$ cat config.mk
export PLATFORM = sky130hd
export DESIGN_NAME = adder_bist
export DESIGN_NICKNAME = d
export VERILOG_FILES = /design/src/rtl/adder_pkg.sv /design/src/rtl/adder_bist_gen.sv /design/src/rtl/adder_bist.sv
export SDC_FILE = /design/constraint.sdc
export NUM_CORES = 1
export LEC_CHECK = 0
export CAP_MARGIN = 25
export CORE_MARGIN = 2
export CORE_UTILIZATION = 47
export CTS_CLUSTER_DIAMETER = 80
export CTS_CLUSTER_SIZE = 12
export DETAILED_ROUTE_END_ITERATION = 6
export PLACE_DENSITY_LB_ADDON = 0.1
export SYNTH_ARGS = -nofsm -noshare
export SYNTH_HDL_FRONTEND = slang
export SYNTH_SLANG_ARGS = --single-unit
$ cat constraint.sdc
create_clock -name clk -period 4 [get_ports clk]
set_input_delay 0.8 -clock clk [delete_from_list [all_inputs] [get_ports clk]]
set_output_delay 0.8 -clock clk [all_outputs]
set_load 0.02 [all_outputs]
$ cat src/rtl/adder_pkg.sv
// Shared types and constants for the adder built-in self-test.
package adder_pkg;

  typedef enum logic [1:0] {
    ST_IDLE,
    ST_APPLY,
    ST_CHECK,
    ST_DONE
  } state_e;

  localparam int DEF_WIDTH = 6;
  localparam int ERR_W     = 32;

endpackage

$ cat src/rtl/adder_bist_gen.sv
// Vector index and settle counter for the adder BIST; the FSM in adder_bist
// drives the clear/step/load/decrement controls.
module adder_bist_gen
  import adder_pkg::*;
#(
  parameter int WIDTH  = DEF_WIDTH,
  parameter int SETTLE = 1
) (
  input  logic               clk,
  input  logic               rst_n,
  input  logic               idx_clr,
  input  logic               idx_inc,
  input  logic               cnt_load,
  input  logic               cnt_dec,
  output logic [2*WIDTH-1:0] vec_idx,
  output logic               idx_last,
  output logic               cnt_zero
);

  localparam int IW = 2 * WIDTH;
  // SETTLE may be 0, which still needs a one-bit counter.
  localparam int CW = (SETTLE < 1) ? 1 : $clog2(SETTLE + 1);

  logic [IW-1:0] idx_q, idx_d;
  logic [CW-1:0] cnt_q, cnt_d;

  always_comb begin
    idx_d = idx_q;
    if (idx_clr) begin
      idx_d = '0;
    end else if (idx_inc) begin
      idx_d = idx_q + IW'(1);
    end
  end

  always_comb begin
    cnt_d = cnt_q;
    if (cnt_load) begin
      cnt_d = CW'(SETTLE);
    end else if (cnt_dec) begin
      cnt_d = cnt_q - CW'(1);
    end
  end

  always_ff @(posedge clk or negedge rst_n) begin
    if (!rst_n) begin
      idx_q <= '0;
      cnt_q <= '0;
    end else begin
      idx_q <= idx_d;
      cnt_q <= cnt_d;
    end
  end

  assign vec_idx  = idx_q;
  assign idx_last = &idx_q;
  assign cnt_zero = (cnt_q == '0);

endmodule

$ cat src/rtl/adder_bist.sv
// Exhaustive self-test of a WIDTH-bit adder: sweeps every {x,y} pair, counts
// mismatches. Define ADDER_BIST_ERRLOG_EN to keep a first-mismatch log.
module adder_bist
  import adder_pkg::*;
#(
  parameter int WIDTH  = DEF_WIDTH,
  parameter int SETTLE = 1
) (
  input  logic               clk,
  input  logic               rst_n,
  input  logic               start,
  input  logic               abort,
  output logic [WIDTH-1:0]   dut_x,
  output logic [WIDTH-1:0]   dut_y,
  input  logic [WIDTH-1:0]   dut_s,
  input  logic               dut_cout,
  output logic               busy,
  output logic               done,
  output logic               pass,
  output logic [ERR_W-1:0]   err_cnt,
  output logic [2*WIDTH-1:0] vec_idx,
  output logic               first_err_valid,
  output logic [ERR_W-1:0]   first_err_idx,
  output logic [WIDTH:0]     first_err_got
);

  state_e state_q, state_d;

  logic run_init, idx_inc, cnt_load, cnt_dec, chk_en;
  logic idx_last, cnt_zero;
  logic [WIDTH:0] exp_sum, got_sum;
  logic mismatch;
  logic [ERR_W-1:0] err_cnt_q, err_cnt_d;
  logic done_q, done_d, pass_q, pass_d;

  function automatic logic [ERR_W-1:0] sat_inc(input logic [ERR_W-1:0] v);
    return (&v) ? v : v + ERR_W'(1);
  endfunction

  adder_bist_gen #(
    .WIDTH  (WIDTH),
    .SETTLE (SETTLE)
  ) u_gen (
    .clk      (clk),
    .rst_n    (rst_n),
    .idx_clr  (run_init),
    .idx_inc  (idx_inc),
    .cnt_load (cnt_load),
    .cnt_dec  (cnt_dec),
    .vec_idx  (vec_idx),
    .idx_last (idx_last),
    .cnt_zero (cnt_zero)
  );

  always_ff @(posedge clk or negedge rst_n) begin
    if (!rst_n) begin
      state_q <= ST_IDLE;
    end else begin
      state_q <= state_d;
    end
  end

  always_comb begin
    state_d = state_q;
    unique case (state_q)
      ST_IDLE:  if (run_init) state_d = ST_APPLY;
      ST_APPLY: begin
        if (abort)         state_d = ST_IDLE;
        else if (cnt_zero) state_d = ST_CHECK;
      end
      ST_CHECK: begin
        if (abort)         state_d = ST_IDLE;
        else if (idx_last) state_d = ST_DONE;
        else               state_d = ST_APPLY;
      end
      ST_DONE: begin
        if (abort)         state_d = ST_IDLE;
        else if (run_init) state_d = ST_APPLY;
      end
      default: state_d = ST_IDLE;
    endcase
  end

  // Abort outranks start everywhere, and freezes counters on the cycle it lands.
  always_comb begin
    run_init = 1'b0;
    idx_inc  = 1'b0;
    cnt_dec  = 1'b0;
    chk_en   = 1'b0;
    busy     = 1'b0;
    unique case (state_q)
      ST_IDLE:  run_init = start & ~abort;
      ST_APPLY: begin
        busy    = 1'b1;
        cnt_dec = ~abort & ~cnt_zero;
      end
      ST_CHECK: begin
        busy    = 1'b1;
        chk_en  = ~abort;
        idx_inc = ~abort & ~idx_last;
      end
      ST_DONE:  run_init = start & ~abort;
      default:  ;
    endcase
  end

  assign cnt_load = run_init | idx_inc;

  always_comb begin
    dut_x = '0;
    dut_y = '0;
    if (busy) begin
      dut_x = vec_idx[2*WIDTH-1:WIDTH];
      dut_y = vec_idx[WIDTH-1:0];
    end
  end

  always_comb begin
    exp_sum  = (WIDTH+1)'(dut_x) + (WIDTH+1)'(dut_y);
    got_sum  = {dut_cout, dut_s};
    mismatch = chk_en && (got_sum != exp_sum);
  end

  // done/pass appear on the first edge spent in DONE, once the final count is settled.
  always_comb begin
    err_cnt_d = err_cnt_q;
    if (run_init) begin
      err_cnt_d = '0;
    end else if (mismatch) begin
      err_cnt_d = sat_inc(err_cnt_q);
    end
    done_d = (state_q == ST_DONE) & ~abort & ~start;
    pass_d = done_d & (err_cnt_q == '0);
  end

  always_ff @(posedge clk or negedge rst_n) begin
    if (!rst_n) begin
      err_cnt_q <= '0;
      done_q    <= 1'b0;
      pass_q    <= 1'b0;
    end else begin
      err_cnt_q <= err_cnt_d;
      done_q    <= done_d;
      pass_q    <= pass_d;
    end
  end

  assign err_cnt = err_cnt_q;
  assign done    = done_q;
  assign pass    = pass_q;

`ifdef ADDER_BIST_ERRLOG_EN
  logic             log_valid_q, log_valid_d;
  logic [ERR_W-1:0] log_idx_q, log_idx_d;
  logic [WIDTH:0]   log_got_q, log_got_d;

  always_comb begin
    log_valid_d = log_valid_q;
    log_idx_d   = log_idx_q;
    log_got_d   = log_got_q;
    if (run_init) begin
      log_valid_d = 1'b0;
      log_idx_d   = '0;
      log_got_d   = '0;
    end else if (mismatch && !log_valid_q) begin
      log_valid_d = 1'b1;
      log_idx_d   = ERR_W'(vec_idx) + ERR_W'(1);
      log_got_d   = got_sum;
    end
  end

  always_ff @(posedge clk or negedge rst_n) begin
    if (!rst_n) begin
      log_valid_q <= 1'b0;
      log_idx_q   <= '0;
      log_got_q   <= '0;
    end else begin
      log_valid_q <= log_valid_d;
      log_idx_q   <= log_idx_d;
      log_got_q   <= log_got_d;
    end
  end

  assign first_err_valid = log_valid_q;
  assign first_err_idx   = log_idx_q;
  assign first_err_got   = log_got_q;
`else
  assign first_err_valid = 1'b0;
  assign first_err_idx   = '0;
  assign first_err_got   = '0;
`endif

endmodule

**Yosys cells after proc, flatten, opt, wreduce, memory -nomap -nowiden**

Index checks and enable logic that the tools add are counted.

- Add/subtract/negate cells: 4
- Equal/unequal tests: 6
- Multiplexer cells: 21
- Bitwise logic cells: 10
- Reductions and logical operators: 11

Operators with widths:

| kind | count |
|---|---|
| $mux 32 | 3 |
| $add 32x1->32 const B | 1 |
| $logic_not 32->1 | 1 |
| $reduce_and 32->1 | 1 |
| $mux 12 | 2 |
| $add 12x1->12 const B | 1 |
| $mux 2 | 6 |
| $mux 6 | 2 |
| $reduce_and 12->1 | 1 |
| $pmux 2 s4 | 1 |
| $add 6x6->7 | 1 |
| $mux 1 | 7 |
| $ne 7x7->1 | 1 |
| $and 1x1->1 | 6 |
| $reduce_bool 2->1 | 3 |
| $eq 2x2->1 const B | 2 |
| $reduce_or 2->1 | 2 |
| $ne 3x3->1 const B | 1 |
| $not 1->1 | 3 |
| $eq 2x1->1 const B | 1 |
| $logic_not 2->1 | 1 |
| $ne 2x2->1 const B | 1 |
| $reduce_and 2->1 | 1 |
| $logic_and 1x1->1 | 1 |
| 2 further kinds | 2 |

- Flip-flop bits (word level): 49
- Output and inout port bits: 99
- Logic and storage cells: 58

**Longest topological paths before layout**

Gate-level depths: netlist of run 1.

- Depth after elaboration: 9
- Gate-level depth with buffers: 16
- Depth with buffers taken out: 12

**Hierarchy**

Synthesis of run 1 repeated with hierarchy kept, for this count alone.

- Cells, all modules: 407
- Area total of the unflattened synthesis: 3549.7 µm²

By module, submodules not included:

| module | times used | cells each | area each (µm²) | seq. area each (µm²) |
|---|---|---|---|---|
| adder_bist | 1 | 343 | 2907.8 | 900.9 |
| adder_bist_gen | 1 | 64 | 641.9 | 325.3 |

**Worst setup path after synthesis of run 1**

OpenSTA, ideal clock, no wires.

- Path kind: register to register
- From: register state_q[0]
- To: register err_cnt_q[31], in the netlist err_cnt[31]
- Arrival time: 3.660 ns
- Data required time: 3.922 ns
- Path slack: 0.262 ns
- Stages on the path, launching flop included: 17
- Clock period less this slack: 3.738 ns
- Cell sequence: dfrtp_1 -> inv_1 -> ha_1 -> clkbuf_1 -> and2_1 -> ha_1 -> fa_1 -> a21o_1 -> a211o_1 -> o221ai_1 -> o2111a_1 -> and2_1 -> buf_2 -> buf_2 -> clkbuf_1 -> o21ai_0 -> a21oi_1

- Cells in the longest elaborated chain, start to end: 9

RTL lines:

| element | line | source |
|---|---|---|
| start: declaration | adder_bist.sv:27 | `state_e state_q, state_d;` |
| start signal: assignment | adder_bist.sv:59 | `state_q <= state_d;` |
| $eq 2x2->1 / $eq 2x1->1 (equally long branches) | adder_bist.sv:91 | `unique case (state_q)` |
| $reduce_or 2->1 (no line) (*) | n/a |  |
| $mux 1 (*) | adder_bist.sv:91 |  |
| via busy | adder_bist.sv:17 | `output logic busy,` |
| $mux 6 (*) | adder_bist.sv:112 | `if (busy) begin` |
| via dut_x[0] | adder_bist.sv:13 | `output logic [WIDTH-1:0] dut_x,` |
| $add 6x6->7 (*) | adder_bist.sv:119 | `exp_sum = (WIDTH+1)'(dut_x) + (WIDTH+1)'(dut_y);` |
| $ne 7x7->1 (*) | adder_bist.sv:121 | `mismatch = chk_en && (got_sum != exp_sum);` |
| $logic_and 1x1->1 (*) | adder_bist.sv:121 |  |
| $reduce_bool 2->1 (no line) (*) | n/a |  |
| $reduce_and 2->1 (no line) (*) | n/a |  |
| end signal: assignment | adder_bist.sv:142 | `err_cnt_q <= err_cnt_d;` |
| end: declaration | adder_bist.sv:33 | `logic [ERR_W-1:0] err_cnt_q, err_cnt_d;` |

The timed path passes the listed nets; every way through them passes the cells marked *.
A chain may end at the register's enable or synchronous reset.

**Final worst setup path of run 1**

- From: register state_q[0]
- To: register err_cnt_q[12], in the netlist err_cnt[12]

- Cells in the longest elaborated chain, start to end: 9

RTL lines:

| element | line |
|---|---|
| $eq 2x2->1 / $eq 2x1->1 (equally long branches) | adder_bist.sv:91 |
| $reduce_or 2->1 (no line) | n/a |
| $mux 1 | adder_bist.sv:91 |
| $mux 6 | adder_bist.sv:112 |
| $add 6x6->7 | adder_bist.sv:119 |
| $ne 7x7->1 | adder_bist.sv:121 |
| $logic_and 1x1->1 | adder_bist.sv:121 |
| $reduce_bool 2->1 (no line) | n/a |
| $reduce_and 2->1 (no line) | n/a |

Several ways; a longest one is shown, not always the timed one.

==> results of run 1 <==
==> worst reg2reg max path, cell delays in order, from the launching register on <==
cell and delay (ns):
dfrtp_1 0.38, inv_1 0.08, ha_1 0.36, and2_1 0.20
ha_1 0.24, fa_1 0.42, a21o_1 0.21, a21oi_1 0.19
mux2i_1 0.09, o2111a_1 0.24, and2_1 0.18, buf_12 0.18
or4_1 0.51, a21oi_1 0.16
==> cells in the final DEF (no fill, tap or decap), types with 2 or more instances in the layout <==
master | Yosys | routed
nand4_1 | 22 | 22
buf_4 | 40 | 4
and3_1 | 13 | 13
dfrtp_1 | 49 | 49
clkdlybuf4s50_1 | 0 | 68
inv_1 | 8 | 8
mux2i_1 | 2 | 2
a21o_1 | 2 | 2
conb_1 | 1 | 40
and2_1 | 19 | 19
o211ai_1 | 3 | 3
nor4_1 | 8 | 8
o21ai_0 | 32 | 32
or3_1 | 24 | 24
xnor2_1 | 10 | 10
clkbuf_8 | 0 | 6
nor2_1 | 17 | 17
o31ai_1 | 5 | 5
o21bai_1 | 2 | 2
ha_1 | 13 | 13
nand3_1 | 14 | 14
nand2_1 | 20 | 20
nor3_1 | 3 | 3
nor3b_1 | 2 | 2
a211oi_1 | 2 | 2
a21oi_1 | 38 | 38
and4_1 | 2 | 2
xor2_1 | 7 | 7
or4_1 | 9 | 9
==> sequential cells by signal, indices dropped and copies added, names as in the netlist <==
signal         count
err_cnt           32
done               1
state_q            2
pass               1
u_gen.vec_idx     12
u_gen.cnt_q        1
==> cells by family (layout without fill, tap and decap cells) <==
| kind of cell | after synthesis | count (layout) |
|---|---|---|
| AOI/OAI and AO/OA | 93 | 93 |
| DFF | 49 | 49 |
| muxes | 2 | 2 |
| other | 1 | 40 |
| buffers and inverters | 67 | 89 |
| and+or+nand+nor | 159 | 159 |
| xor gates and xnor gates | 17 | 17 |
| adders and majority gates | 14 | 14 |
==> metal layers <==
metal	part of all wire, %	vias up
met5	0	-
met4	1.9	0
met3	5.1	18
met2	47	93
met1	46	1466
li1	-	1502
==> metrics by stage <==
step,instances,setup slack (ns),instance area [um^2]
2_1_floorplan,441,0.2617,3618
3_3_place_gp,555,0.5997,4086
3_5_place_dp,555,0.4749,4086
4_1_cts,562,0.4455,4173
5_1_grt,562,0.2141,4173
6_report,562,0.4505,4173
==> how the worst min path moves through the flow <==
stage                startpoint               end  slack [ns]  cells after the start
2_1_floorplan             rst_n              done        0.50                      0
3_3_place_gp   u_gen.vec_idx[4]  u_gen.vec_idx[4]        0.58                      2
3_5_place_dp        err_cnt[24]       err_cnt[24]        0.60                      2
4_1_cts                   rst_n       u_gen.cnt_q        0.55                      1
5_1_grt                   rst_n       err_cnt[20]        0.57                      1
6_report                  rst_n       u_gen.cnt_q        0.53                      1
==> area by class of cell <==
| type | instances | share of cell area (%) |
|---|---|---|
| sequential | 49 | 29.39 |
| clock buffer | 7 | 2.069 |
| multi-input combinational | 325 | 47.23 |
| inverter | 8 | 0.7196 |
| tap | 99 | 2.969 |
| timing repair buffer | 74 | 17.63 |
==> power breakdown <==
part	switching [W]	internal, W
combinational	0.000277	0.000149
sequential	0.0000320	0.000522
clock	0.000158	0.000138
total	0.000467	0.000809
==> flow_metrics.py, run 1 <==
metrics = {
    "critical_path": {
        "critPathCapture": "err_cnt[12]",
        "r2r_slack_ns": 0.45,
        "reg2reg_from": "state_q[0]",
        "ff2ff_path_depth": 13,
        "critPathBufInv": 2,
        "worstPathCellList": "inv_1 -> ha_1 -> and2_1 -> ha_1 -> fa_1 -> a21o_1 -> a21oi_1 -> mux2i_1 -> o2111a_1 -> and2_1 -> buf_12 -> or4_1 -> a21oi_1",
        "crit_cells": 13,
        "crit_type": "flip-flop to flip-flop",
        "critical-path-top-delay-family": "adder cells",
        "cp-start-kind": "flip-flop",
        "cp_max_fo": 62,
        "r2r-end": "err_cnt[12]",
        "cp-end-kind": "flip-flop",
        "required_ns": 4.23,
        "crit_path_start": "state_q[0]",
        "slowest_delay_ns": 0.51,
        "cp_slowest_cell": "or4_1",
        "arrival_ns": 3.78,
    },
    "route": {
        "totalWireLength_mm": 8.377,
        "post-route-drc-count": 0,
        "ant_nets": 0,
        "vias_per_cell": 5.479,
        "post_drt_wl_per_cell_um": 14.91,
        "firstDrtPassIters": 4,
        "vias": 3079,
        "drtIter0Drc": 159,
    },
    "cts": {
        "cts.sinks": 49,
        "clkLatencyLatePin_ns": 0.30,
        "cts.repair.resized": 0,
        "cts_root_buffer": "clkbuf_8",
        "cts_hold_buf": 0,
        "cts_made_buffers": 5,
        "cts_tree": "done",
        "cts_setup_buffers": 0,
        "path_clk_slew_ns": 0.09,
        "cts_buffer_depth": 2,
        "cts_max_level": 2,
    },
    "synthesis": {
        "synth_top_family_by_area": "simple AND/OR/NAND/NOR gates",
        "synth-main-ff-cell": "dfrtp_1",
        "yosysMostFrequentCell": "dfrtp_1",
        "muxShareOfSynthArea_pct": 0.5766,
        "netlist_top_cells_area": "dfrtp_1, buf_4, a21oi_1",
        "synth-simple-area-share_pct": 26.38,
        "postSynthAreaPerCell_um2": 8.637,
        "ys_ff_latch": 49,
        "synth_xor_area_share_pct": 4.288,
        "ys_seq_area_share_pct": 35.32,
        "synth_warnings": 0,
        "syn_inst": 402,
        "netlist_area_mm2": 0.003472,
        "yosysUniqueCellTypes": 47,
        "yosys.area.top_type": "dfrtp_1",
        "synth_compound_area_share_pct": 15.93,
        "synthAdderAreaFrac_pct": 5.261,
        "async_flop_share_pct": 100.0,
        "ys_top_cells_by_count": "dfrtp_1, buf_4, a21oi_1",
        "synth_top_cell_area_share_pct": 35.32,
        "synth_edf_count": 0,
    },
    "layout": {
        "final_core_util_pct": 57.84,
        "multi_input_area_mm2": 0.001971,
        "regArea_mm2": 0.001226,
        "fillers": 697,
        "fin_nets": 488,
        "syn2layout_area_growth_pct": 20.18,
        "drive_gt1_share_pct": 3.888,
        "n_antenna_cell": 0,
    },
    "grt": {
        "grt.met1_usage_pct": 29.35,
        "antenna_found_initial": 0,
        "grt.busiest_layer": "met2",
        "use_met3_pct": 4.023,
        "gr-usage-met2_pct": 33.90,
        "first_global_vias": 2904,
        "grt_max_degree": 63,
        "grt_overflow_total": 0,
        "gr-usage-all-layers_pct": 21.28,
        "grt_first_pass_wirelength_mm": 14.30,
    },
    "power_and_ir_drop": {
        "total_power_w": 0.001276,
        "leakagePower_nw": 1.763,
        "ir_drop_mv": 0.1714,
        "power_density_mw_per_mm2": 305.7,
    },
    "placed_design": {
        "port_buffers": 69,
        "hpwlAfterDp_mm": 6.195,
        "place_congestion": 0.8338,
    },
    "timing": {
        "setup_viol": 0,
        "fin_skew_ns": 0.008791,
        "maxSlewViolCount": 0,
        "hold_slack_ns": 0.5316,
        "finalCriticalPeriod_ns": 3.549,
        "fmax_ghz": 0.2817,
        "hold_viol": 0,
        "tightest_slew_ns": 0.6908,
        "fin_setup_tns_ns": 0,
        "relSlewSlack_pct": 53.95,
        "rsz0062_at_grt": "no",
        "period_share_pct": 88.74,
    },
    "floorplanning": {
        "fp.dieW_um": 89.95,
        "core_area_mm2": 0.007214,
        "dieArea_mm2": 0.008091,
        "fp.dieH_um": 89.95,
        "ios": 110,
        "rows": 31,
        "initial_core_util_pct": 48.13,
    },
    "outcome": {
        "status": "completed",
    },
    "worst_hold_path": {
        "min_path_type": "input port to async pin",
    },
    "flow_run": {
        "drv_cap": 0,
    },
}
Note: power is estimated with default switching activity, not from simulation.
==> run 2, diff against run 1 <==
--- a/config.mk
+++ b/config.mk
@@ -5,7 +5,6 @@
 export SDC_FILE = /design/constraint.sdc
 export NUM_CORES = 1
 export LEC_CHECK = 0
-export CAP_MARGIN = 25
 export CORE_MARGIN = 2
 export CORE_UTILIZATION = 47
 export CTS_CLUSTER_DIAMETER = 80
==> results of run 2 <==
The final DEF is identical to that of run 1; final timing and power are the same.
